<file path="src/rtl/led_indicator_bank_if.sv">
// Byte-stream and LED-drive signals between the byte receiver, the indicator bank and the board pins.
// The master side supplies command bytes; the slave side drives the LEDs and the error strobe.
interface led_indicator_bank_if #(
    parameter int NUM_LEDS = 5
);
    logic [7:0]          data;
    logic                ready;
    logic [NUM_LEDS-1:0] leds;
    logic                cmd_err;

    modport master (output data, ready, input leds, cmd_err);
    modport slave  (input data, ready, output leds, cmd_err);
endinterface

</file>
<file path="src/rtl/led_indicator_bank.sv">
// Bank of NUM_LEDS indicators, each off, on or blinking, commanded by ASCII bytes.
// Supports a two-byte blink command ('B' + digit), all-on ('A') and all-clear ('C').
module led_indicator_bank #(
    parameter int NUM_LEDS  = 5,
    parameter int BLINK_DIV = 6000000
) (
    input  logic                 clk,
    input  logic                 reset,
    led_indicator_bank_if.slave  bus
);
    localparam int CW = (BLINK_DIV > 2) ? $clog2(BLINK_DIV) : 1;
    localparam logic [CW-1:0] TERM = CW'(BLINK_DIV - 1);
    localparam logic [7:0] MAX_DIGIT = 8'(48 + NUM_LEDS);

    typedef enum logic [1:0] {MODE_OFF = 2'd0, MODE_ON = 2'd1, MODE_BLINK = 2'd2} mode_t;
    typedef enum logic {IDLE = 1'b0, ARG = 1'b1} state_t;

    state_t              state, state_nxt;
    mode_t               mode     [NUM_LEDS];
    mode_t               mode_nxt [NUM_LEDS];
    logic [CW-1:0]       cnt;
    logic                phase;
    logic                cmd_err_q, err_nxt;
    logic                digit_ok;
    logic [7:0]          led_num;
    logic [NUM_LEDS-1:0] leds_w;

    // Mode register index i drives leds[i]; LED k lives at i = NUM_LEDS-k.
    always_comb begin
        led_num   = bus.data - 8'h30;
        digit_ok  = (bus.data >= 8'h31) && (bus.data <= MAX_DIGIT);
        state_nxt = state;
        err_nxt   = 1'b0;
        for (int i = 0; i < NUM_LEDS; i++) mode_nxt[i] = mode[i];

        if (bus.ready) begin
            case (state)
                IDLE: begin
                    if (digit_ok) begin
                        for (int i = 0; i < NUM_LEDS; i++)
                            if (8'(NUM_LEDS - i) == led_num)
                                mode_nxt[i] = (mode[i] == MODE_OFF) ? MODE_ON : MODE_OFF;
                    end else if (bus.data == 8'h42) begin
                        state_nxt = ARG;
                    end else if (bus.data == 8'h41) begin
                        for (int i = 0; i < NUM_LEDS; i++) mode_nxt[i] = MODE_ON;
                    end else if (bus.data == 8'h43) begin
                        for (int i = 0; i < NUM_LEDS; i++) mode_nxt[i] = MODE_OFF;
                    end
                end
                ARG: begin
                    // The argument byte is consumed either way; a bad one is never re-decoded.
                    state_nxt = IDLE;
                    if (digit_ok) begin
                        for (int i = 0; i < NUM_LEDS; i++)
                            if (8'(NUM_LEDS - i) == led_num) mode_nxt[i] = MODE_BLINK;
                    end else begin
                        err_nxt = 1'b1;
                    end
                end
                default: state_nxt = IDLE;
            endcase
        end
    end

    // The blink timebase free-runs; commands never restart it.
    always_ff @(posedge clk) begin
        if (reset) begin
            state     <= IDLE;
            cnt       <= '0;
            phase     <= 1'b0;
            cmd_err_q <= 1'b0;
            for (int i = 0; i < NUM_LEDS; i++) mode[i] <= MODE_OFF;
        end else begin
            state     <= state_nxt;
            cmd_err_q <= err_nxt;
            for (int i = 0; i < NUM_LEDS; i++) mode[i] <= mode_nxt[i];
            if (cnt == TERM) begin
                cnt   <= '0;
                phase <= ~phase;
            end else begin
                cnt <= cnt + CW'(1);
            end
        end
    end

    always_comb begin
        leds_w = '0;
        for (int i = 0; i < NUM_LEDS; i++)
            leds_w[i] = (mode[i] == MODE_ON) || ((mode[i] == MODE_BLINK) && phase);
    end

    assign bus.leds    = leds_w;
    assign bus.cmd_err = cmd_err_q;
endmodule

</file>
<file path="src/flat_wrapper.sv">
// flat-port wrapper written by rule: the top's interface ports become plain ports
module led_indicator_bank_flat 
#(
    parameter int NUM_LEDS  = 5,
    parameter int BLINK_DIV = 6000000
)
  (clk, reset, bus_data, bus_ready, bus_leds, bus_cmd_err);
  led_indicator_bank_if #(.NUM_LEDS(NUM_LEDS)) bus_i ();
  input  logic clk;
  input  logic reset;
  input wire logic [$bits(bus_i.data)-1:0] bus_data;
  input wire logic [$bits(bus_i.ready)-1:0] bus_ready;
  output wire logic [$bits(bus_i.leds)-1:0] bus_leds;
  output wire logic [$bits(bus_i.cmd_err)-1:0] bus_cmd_err;
  assign bus_i.data = bus_data;
  assign bus_i.ready = bus_ready;
  assign bus_leds = bus_i.leds;
  assign bus_cmd_err = bus_i.cmd_err;
  led_indicator_bank #(.NUM_LEDS(NUM_LEDS), .BLINK_DIV(BLINK_DIV)) u_core (.clk(clk), .reset(reset), .bus(bus_i));
endmodule
</file>
<file path="config.mk">
export PLATFORM = sky130hd
export DESIGN_NAME = led_indicator_bank_flat
export DESIGN_NICKNAME = d
export VERILOG_FILES = /design/src/rtl/led_indicator_bank_if.sv /design/src/rtl/led_indicator_bank.sv /design/src/flat_wrapper.sv
export SDC_FILE = /design/constraint.sdc
export NUM_CORES = 1
export LEC_CHECK = 0
export CAP_MARGIN = 40
export CELL_PAD_IN_SITES_DETAIL_PLACEMENT = 0
export CELL_PAD_IN_SITES_GLOBAL_PLACEMENT = 1
export CORE_MARGIN = 3
export CORE_UTILIZATION = 45
export DETAILED_ROUTE_END_ITERATION = 7
export GPL_TIMING_DRIVEN = 0
export PLACE_DENSITY = 0.81
export RECOVER_POWER = 25
export SYNTH_ARGS = -nofsm -noshare
export SYNTH_HDL_FRONTEND = slang
export SYNTH_SLANG_ARGS = --single-unit
</file>
<file path="constraint.sdc">
create_clock -name clk -period 5.2 [get_ports clk]
set_input_delay 1.56 -clock clk [delete_from_list [all_inputs] [get_ports clk]]
set_output_delay 1.56 -clock clk [all_outputs]
set_load 0.01 [all_outputs]
</file>
==> flow_summary_export.csv, run 1 <==
group,metric,value,unit
outcome,outcome,"completed",
worst_setup_path,critical_path_required,3.64,ns
die,dieHeight,69.21,um
sta,timing.final.hold_violations,0,
die,die-area,4790,um^2
pwr,power.total,502.0,uW
sta,setup_repair_after_global_routing_missed_its_margin,"no",
synthesis,synth_area_per_cell,9.081,um^2
clock_network,tritoncts,"yes",
detailed_routing,drt_first_pass_iters,4,
synthesis,ys.flop_type,"sky130_fd_sc_hd__dfxtp_1",
worst_setup_path,worst_r2r_startpoint,"u_core.cnt[0]$_SDFF_PP0_",
hold_path,worstHoldStart,"u_core.cnt[0]$_SDFF_PP0_",
sta,fmax,313.2,MHz
grt,grt_pass1_vias,1418,
finish,syn_to_final_growth,16.01,%
placed_design,place_ws,1.719,ns
worst_setup_path,timing.reg2reg.worst_path_depth,6,
hold_path,min-delay-path-class,"flop to flop",
detailed_routing,routedWlPerCell,14.03,um
detailed_routing,route.antenna.remaining_nets,0,
detailed_routing,via_count,1426,
detailed_routing,drt_iter0_markers,75,
worst_setup_path,cp_max_fo,6,
synthesis,syn_area,1798,um^2
worst_setup_path,type_of_the_worst_setup_path,"flop to primary output",
clock_network,path_clk_slew,0.07,ns
pwr,vdd.ir_drop.worst,0.1798,mV
sta,setup_violations,0,
synthesis,syn_inst,198,
synthesis,synth.lib_cells_used.distinct,44,
placed_design,place_area,2008,um^2
clock_network,h-tree-depth,2,
grt,global_route_wire_length_before_repair,6548,um
synthesis,ys_ff_latch,36,
worst_setup_path,endpoint_kind,"primary output",
worst_setup_path,cp-start-kind,"flop",
clock_network,cts_resizes,0,
hold_path,worst_hold_path_endpoint,"u_core.cnt[0]$_SDFF_PP0_",
clock_network,numClockSinks,36,
placed_design,detailed_placement_wirelength_estimate,2770,um
detailed_routing,total_wirelength,3775,um
hold_path,hold-path-cell-count,1,
sta,skew,0.005174,ns
detailed_routing,route.detailed.vias_per_inst,5.301,
synthesis,yosys_warnings,0,
clock_network,cts_hold_buf,0,
sta,worst_pin_slew,0.6030,ns
die,io_pins,17,
worst_setup_path,rr_endpoint,"u_core.cnt[8]$_SDFF_PP0_",
grt,grt_antenna_before_repair,0,
synthesis,total_nets_after_synthesis,210,
run,cap_violations,0,
detailed_routing,route.detailed.drc,0,
finish,final.fill_count,344,
worst_setup_path,cp_data_arrival_time,1.63,ns
finish,ratio_of_cells_with_drive_above_1_in_the_final_layout,11.31,%
placed_design,gp_routability_congestion,0.8479,
sta,layout_worst_path_cycle_share,61.39,%
clock_network,cts-buffers-inserted,5,
finish,postLayoutCellArea,2086,um^2
grt,grt_max_degree,12,
placed_design,numPortBuffers,15,
pwr,leakage,0.7360,nW
finish,antennaDiodeCount,0,
die,initial_core_utilization,48.03,%
die,floorplan.core_area,3744,um^2
pwr,power_per_cell_area,240.7,nW/um^2
sta,timing.final.max_slew_violations,0,
synthesis,async_reset_ff_share,0,%
sta,final.setup.worst_slack,2.008,ns
die,floorplan.rows,22,
grt,grt_usage,16.97,%
synthesis,synth_edf_count,0,
sta,setup_total_negative_slack,0,ns
sta,relSlewSlack,59.65,%
clock_network,clockBufferDepth,2,
finish,net_total_in_the_final_layout,232,
clock_network,cts-root-buf,"sky130_fd_sc_hd__clkbuf_8",
sta,fin_crit_period,3.192,ns
die,dieWidth,69.21,um
synthesis,synth_seq_area_share,40.08,%
clock_network,clock_insertion_delay_worst_skew,0.29,ns
worst_setup_path,rrSetupSlack,3.18,ns
grt,globalRouteOverflowTotal,0,
clock_network,post_cts_buffers,0,
## state kept, by name (all words and copies together), names as in the netlist
register            cells
u_core.cnt             23
u_core.state            1
u_core.phase            1
u_core.bus.cmd_err      1
u_core.mode            10
## power breakdown
part | total [mW] | switching, mW | internal, mW
combinational | 0.0285 | 0.0162 | 0.0124
sequential | 0.279 | 0.00148 | 0.278
clock | 0.194 | 0.0989 | 0.0956
total | 0.502 | 0.117 | 0.386
## kinds of logic after synthesis
kind of cell | Yosys count | synth area share (%)
flops | 36 | 40.08
buf+inv | 10 | 2.922
simple gates | 101 | 31.11
xor+xnor | 21 | 10.23
compound gates | 20 | 9.952
fa+ha+maj | 1 | 0.6958
mux | 9 | 5.011
## through the flow
stage / hold slack [ns] / std cells / util (%)
final: 0.4513 / 269 / 55.72
after global routing: 0.4872 / 269 / 55.72
after CTS: 0.4552 / 269 / 55.92
after detailed placement: 0.4374 / 261 / 53.64
after global placement: 0.4318 / 261 / 53.64
after floorplan: 0.4175 / 198 / -
## critical path: stages, from the launching register on
cell                              delay, ns
sky130_fd_sc_hd__dfxtp_1               0.49
sky130_fd_sc_hd__nand2_1               0.08
sky130_fd_sc_hd__mux2i_1               0.19
sky130_fd_sc_hd__clkdlybuf4s50_1       0.58
## placed cells by master (no fill, tap or decap), types with 2 or more instances in the layout
cell	count
sky130_fd_sc_hd__a21oi_1	3
sky130_fd_sc_hd__or3_1	2
sky130_fd_sc_hd__o21ai_2	2
sky130_fd_sc_hd__xor2_1	17
sky130_fd_sc_hd__nor3_1	2
sky130_fd_sc_hd__and4b_1	2
sky130_fd_sc_hd__o22a_2	2
sky130_fd_sc_hd__inv_1	5
sky130_fd_sc_hd__nor2_1	38
sky130_fd_sc_hd__nand2_1	16
sky130_fd_sc_hd__clkbuf_1	5
sky130_fd_sc_hd__o21bai_1	3
sky130_fd_sc_hd__o21ai_0	2
sky130_fd_sc_hd__nand3b_1	4
sky130_fd_sc_hd__o31ai_2	2
sky130_fd_sc_hd__mux2i_1	9
sky130_fd_sc_hd__nand3_1	18
sky130_fd_sc_hd__dfxtp_1	36
sky130_fd_sc_hd__nand4_1	4
sky130_fd_sc_hd__clkbuf_8	5
sky130_fd_sc_hd__xnor2_1	4
sky130_fd_sc_hd__and3_1	2
sky130_fd_sc_hd__clkdlybuf4s50_1	15
## Yosys cell counts (2+ instances only)
library cell,number,area share (%)
sky130_fd_sc_hd__or3_1,2,0.70
sky130_fd_sc_hd__nor3_1,2,0.56
sky130_fd_sc_hd__nand4_1,4,1.4
sky130_fd_sc_hd__buf_4,2,0.83
sky130_fd_sc_hd__mux2i_1,9,5.0
sky130_fd_sc_hd__and4b_1,2,1.1
sky130_fd_sc_hd__nor2_1,38,7.9
sky130_fd_sc_hd__inv_1,5,1.0
sky130_fd_sc_hd__and3_1,2,0.70
sky130_fd_sc_hd__o31ai_2,2,1.4
sky130_fd_sc_hd__o21ai_0,2,0.56
sky130_fd_sc_hd__xor2_1,17,8.3
sky130_fd_sc_hd__o21ai_2,2,0.97
sky130_fd_sc_hd__dfxtp_1,36,40
sky130_fd_sc_hd__nand2_1,16,3.3
sky130_fd_sc_hd__xnor2_1,4,1.9
sky130_fd_sc_hd__o21bai_1,3,1.3
sky130_fd_sc_hd__nand3_1,18,5.0
sky130_fd_sc_hd__a21oi_1,3,0.83
sky130_fd_sc_hd__o22a_2,2,1.1
sky130_fd_sc_hd__nand3b_1,4,1.7
## routing by layer
metal  vias up  global-route usage (%)  share of wire (%)
met2        23                   25.53                 43
met4         0                   7.592                1.8
li1        730                       -                  -
met5         -                       0                  0
met3         7                   4.348                3.6
met1       666                   22.81                 51
## cell type report
class | instances | area [um^2] | share of cell area, %
Sequential cell | 36 | 720.7 | 34.55
Timing Repair Buffer | 15 | 150.1 | 7.199
Clock inverter | 1 | 8.758 | 0.4199
Clock buffer | 7 | 76.32 | 3.659
Tap cell | 48 | 60.06 | 2.879
Inverter | 5 | 18.77 | 0.8998
Buffer | 5 | 26.28 | 1.260
Multi-Input combinational cell | 152 | 1025 | 49.13
## worst max path at each step
stage                         startpoint                        endpoint  slack (ns)  cells after the start
2_1_floorplan                bus_data[3]  u_core.mode[0][0]$_SDFFE_PP0P_        2.48                      5
3_3_place_gp                 bus_data[5]  u_core.mode[0][6]$_SDFFE_PP0P_        1.75                      6
3_5_place_dp                 bus_data[5]  u_core.mode[0][0]$_SDFFE_PP0P_        1.72                      6
4_1_cts        u_core.phase$_SDFFE_PP0P_                     bus_leds[3]        2.00                      3
5_1_grt                      bus_data[5]  u_core.mode[0][6]$_SDFFE_PP0P_        1.90                      6
6_report       u_core.phase$_SDFFE_PP0P_                     bus_leds[4]        2.01                      3
No activity file was read; power rests on OpenSTA's default activity.
==> run 2: changes to the inputs <==
- CORE_UTILIZATION: 45 -> 39
- PLACE_DENSITY: 0.81 -> 0.75
- clock period: 5.2 -> 2.8 ns (I/O delays scaled with it)
==> run 2 against run 1 <==
Die area increased by 14%. Clock power increased by 95%. Largest power group unchanged. Critical endpoint is now u_core.mode[0][6]$_SDFFE_PP0P_. Critical path depth increased by 3. Wire length decreased by 6.5%. Non-clock buffer count unchanged.
==> flow_summary_export.csv, run 2 (synthesis results as in run 1) <==
group,metric,value,unit
outcome,outcome,"completed",
die,dieHeight,73.90,um
clock_network,cts_hold_buf,0,
finish,top_library_cells_by_usage_in_the_layout_fill_and_taps_aside,"sky130_fd_sc_hd__nor2_1 (38), sky130_fd_sc_hd__dfxtp_1 (36), sky130_fd_sc_hd__nand3_1 (18), sky130_fd_sc_hd__xor2_1 (17), sky130_fd_sc_hd__nand2_1 (16)",
placed_design,gp_routability_congestion,0.7198,
hold_path,worst_hold_path_endpoint,"u_core.cnt[0]$_SDFF_PP0_",
sta,setup_repair_after_global_routing_missed_its_margin,"no",
worst_setup_path,critical_path_required,3.01,ns
grt,global_route_wire_length_before_repair,5982,um
finish,post-route-util,47.39,%
pwr,power.total,950.0,uW
worst_setup_path,timing.reg2reg.worst_path_depth,6,
sta,timing.final.hold_violations,0,
grt,grt_pass1_vias,1303,
die,initial_core_utilization,40.73,%
worst_setup_path,rr_endpoint,"u_core.cnt[20]$_SDFF_PP0_",
clock_network,cts_resizes,0,
pwr,vdd.ir_drop.worst,0.3103,mV
finish,syn_to_final_growth,16.35,%
clock_network,h-tree-depth,2,
die,floorplan.rows,24,
worst_setup_path,worst_r2r_startpoint,"u_core.cnt[0]$_SDFF_PP0_",
sta,final.hold.worst_slack,0.4500,ns
die,io_pins,17,
detailed_routing,via_count,1409,
die,dieWidth,73.90,um
placed_design,place_area,2013,um^2
grt,globalRouteOverflowTotal,0,
finish,net_total_in_the_final_layout,232,
finish,largest_register_ffs,23,
detailed_routing,drt_first_pass_iters,6,
sta,setup_total_negative_slack,0,ns
placed_design,detailed_placement_wirelength_estimate,2492,um
sta,fmax,413.9,MHz
sta,fin_crit_period,2.416,ns
clock_network,numClockSinks,36,
worst_setup_path,endpoint_kind,"flop",
grt,grt_max_degree,11,
worst_setup_path,cp-start-kind,"input pin",
clock_network,clockBufferDepth,2,
finish,postLayoutCellArea,2092,um^2
detailed_routing,total_wirelength,3531,um
clock_network,cts-root-buf,"sky130_fd_sc_hd__clkbuf_8",
clock_network,cts-buffers-inserted,5,
worst_setup_path,cp_data_arrival_time,2.63,ns
sta,worst_pin_slew,0.6480,ns
sta,layout_worst_path_cycle_share,86.29,%
detailed_routing,route.detailed.drc,0,
die,die-area,5461,um^2
finish,largestRegisters,"u_core.cnt x23, u_core.mode x10",
sta,setup_violations,0,
sta,timing.final.max_slew_violations,0,
worst_setup_path,cp_max_fo,7,
pwr,leakage,0.7374,nW
hold_path,worstHoldStart,"u_core.cnt[0]$_SDFF_PP0_",
sta,skew,0.005322,ns
detailed_routing,drt_iter0_markers,42,
die,floorplan.core_area,4414,um^2
finish,antennaDiodeCount,0,
finish,register_with_the_most_flip_flops,"u_core.cnt",
clock_network,clock_insertion_delay_worst_skew,0.29,ns
clock_network,tritoncts,"yes",
clock_network,path_clk_slew,0.07,ns
finish,commonest_non_fill_non_tap_cell_in_the_layout,"sky130_fd_sc_hd__nor2_1",
clock_network,post_cts_buffers,0,
hold_path,min-delay-path-class,"flop to flop",
grt,grt_usage,14.43,%
placed_design,numPortBuffers,15,
detailed_routing,routedWlPerCell,12.93,um
run,cap_violations,0,
detailed_routing,route.antenna.remaining_nets,0,
detailed_routing,route.detailed.vias_per_inst,5.161,
pwr,power_per_cell_area,454.1,nW/um^2
worst_setup_path,rrSetupSlack,0.79,ns
worst_setup_path,type_of_the_worst_setup_path,"input pin to flop",
grt,grt_antenna_before_repair,0,
finish,ratio_of_cells_with_drive_above_1_in_the_final_layout,10.86,%
hold_path,hold-path-cell-count,1,
sta,relSlewSlack,56.64,%
==> run 2: cell count changes in the layout (fill, tap and decap cells not counted), sizes merged <==
cell	change
buf	-1
clkbuf	+2
clkinv	-1
==> run 2: layout make-up <==
| type | instances | area [um^2] |
|---|---|---|
| plain buffers | 5 | 26.28 |
| clock buffers | 8 | 90.09 |
| fillers | 434 | 2322 |
| inverters | 5 | 18.77 |
| multi-input cells | 152 | 1021 |
| flip-flops and latches | 36 | 720.7 |
| well taps | 52 | 65.06 |
| repair buffers | 15 | 150.1 |
==> run 2: routing by layer <==
| layer | wire length [um] | global-route usage, % | vias to the layer above | share of wire (%) |
|---|---|---|---|---|
| li1 | - | - | 742 | - |
| met1 | 1909 | 20.38 | 642 | 54 |
| met2 | 1382 | 19.69 | 19 | 39 |
| met3 | 156 | 4.788 | 6 | 4.4 |
| met4 | 82 | 6.640 | 0 | 2.3 |
| met5 | 0 | 0 | - | 0 |
==> run 2: critical path: stages <==
cell	delay, ns
sky130_fd_sc_hd__clkdlybuf4s50_1	0.55
sky130_fd_sc_hd__nor4b_2	0.31
sky130_fd_sc_hd__nand4_2	0.32
sky130_fd_sc_hd__o32ai_4	0.33
sky130_fd_sc_hd__o21ai_2	0.10
sky130_fd_sc_hd__o31ai_2	0.17
==> run 2: worst max path at each step <==
| stage | slack [ns] | start | cells past startpoint | end |
|---|---|---|---|---|
| 4_1_cts | 0.36 | bus_data[5] | 6 | u_core.mode[0][0]$_SDFFE_PP0P_ |
| 2_1_floorplan | 0.80 | bus_data[3] | 5 | u_core.mode[0][0]$_SDFFE_PP0P_ |
| 5_1_grt | 0.27 | bus_data[5] | 6 | u_core.mode[0][0]$_SDFFE_PP0P_ |
| 6_report | 0.38 | bus_data[5] | 6 | u_core.mode[0][6]$_SDFFE_PP0P_ |
| 3_3_place_gp | 0.05 | bus_data[5] | 6 | u_core.mode[0][6]$_SDFFE_PP0P_ |
| 3_5_place_dp | 0.06 | bus_data[5] | 6 | u_core.mode[0][0]$_SDFFE_PP0P_ |
==> run 2: through the flow <==
step / cells / setup WS (ns)
3_3_place_gp: 265 / 0.05244
4_1_cts: 273 / 0.3613
5_1_grt: 273 / 0.2703
3_5_place_dp: 265 / 0.05983
6_report: 273 / 0.3840
2_1_floorplan: 198 / 0.7997
==> run 2: where the power goes <==
group	switching, mW	internal (mW)	total, mW
registers	0.00267	0.516	0.518
logic	0.0293	0.0230	0.0524
clock network	0.179	0.201	0.379
total	0.211	0.739	0.950
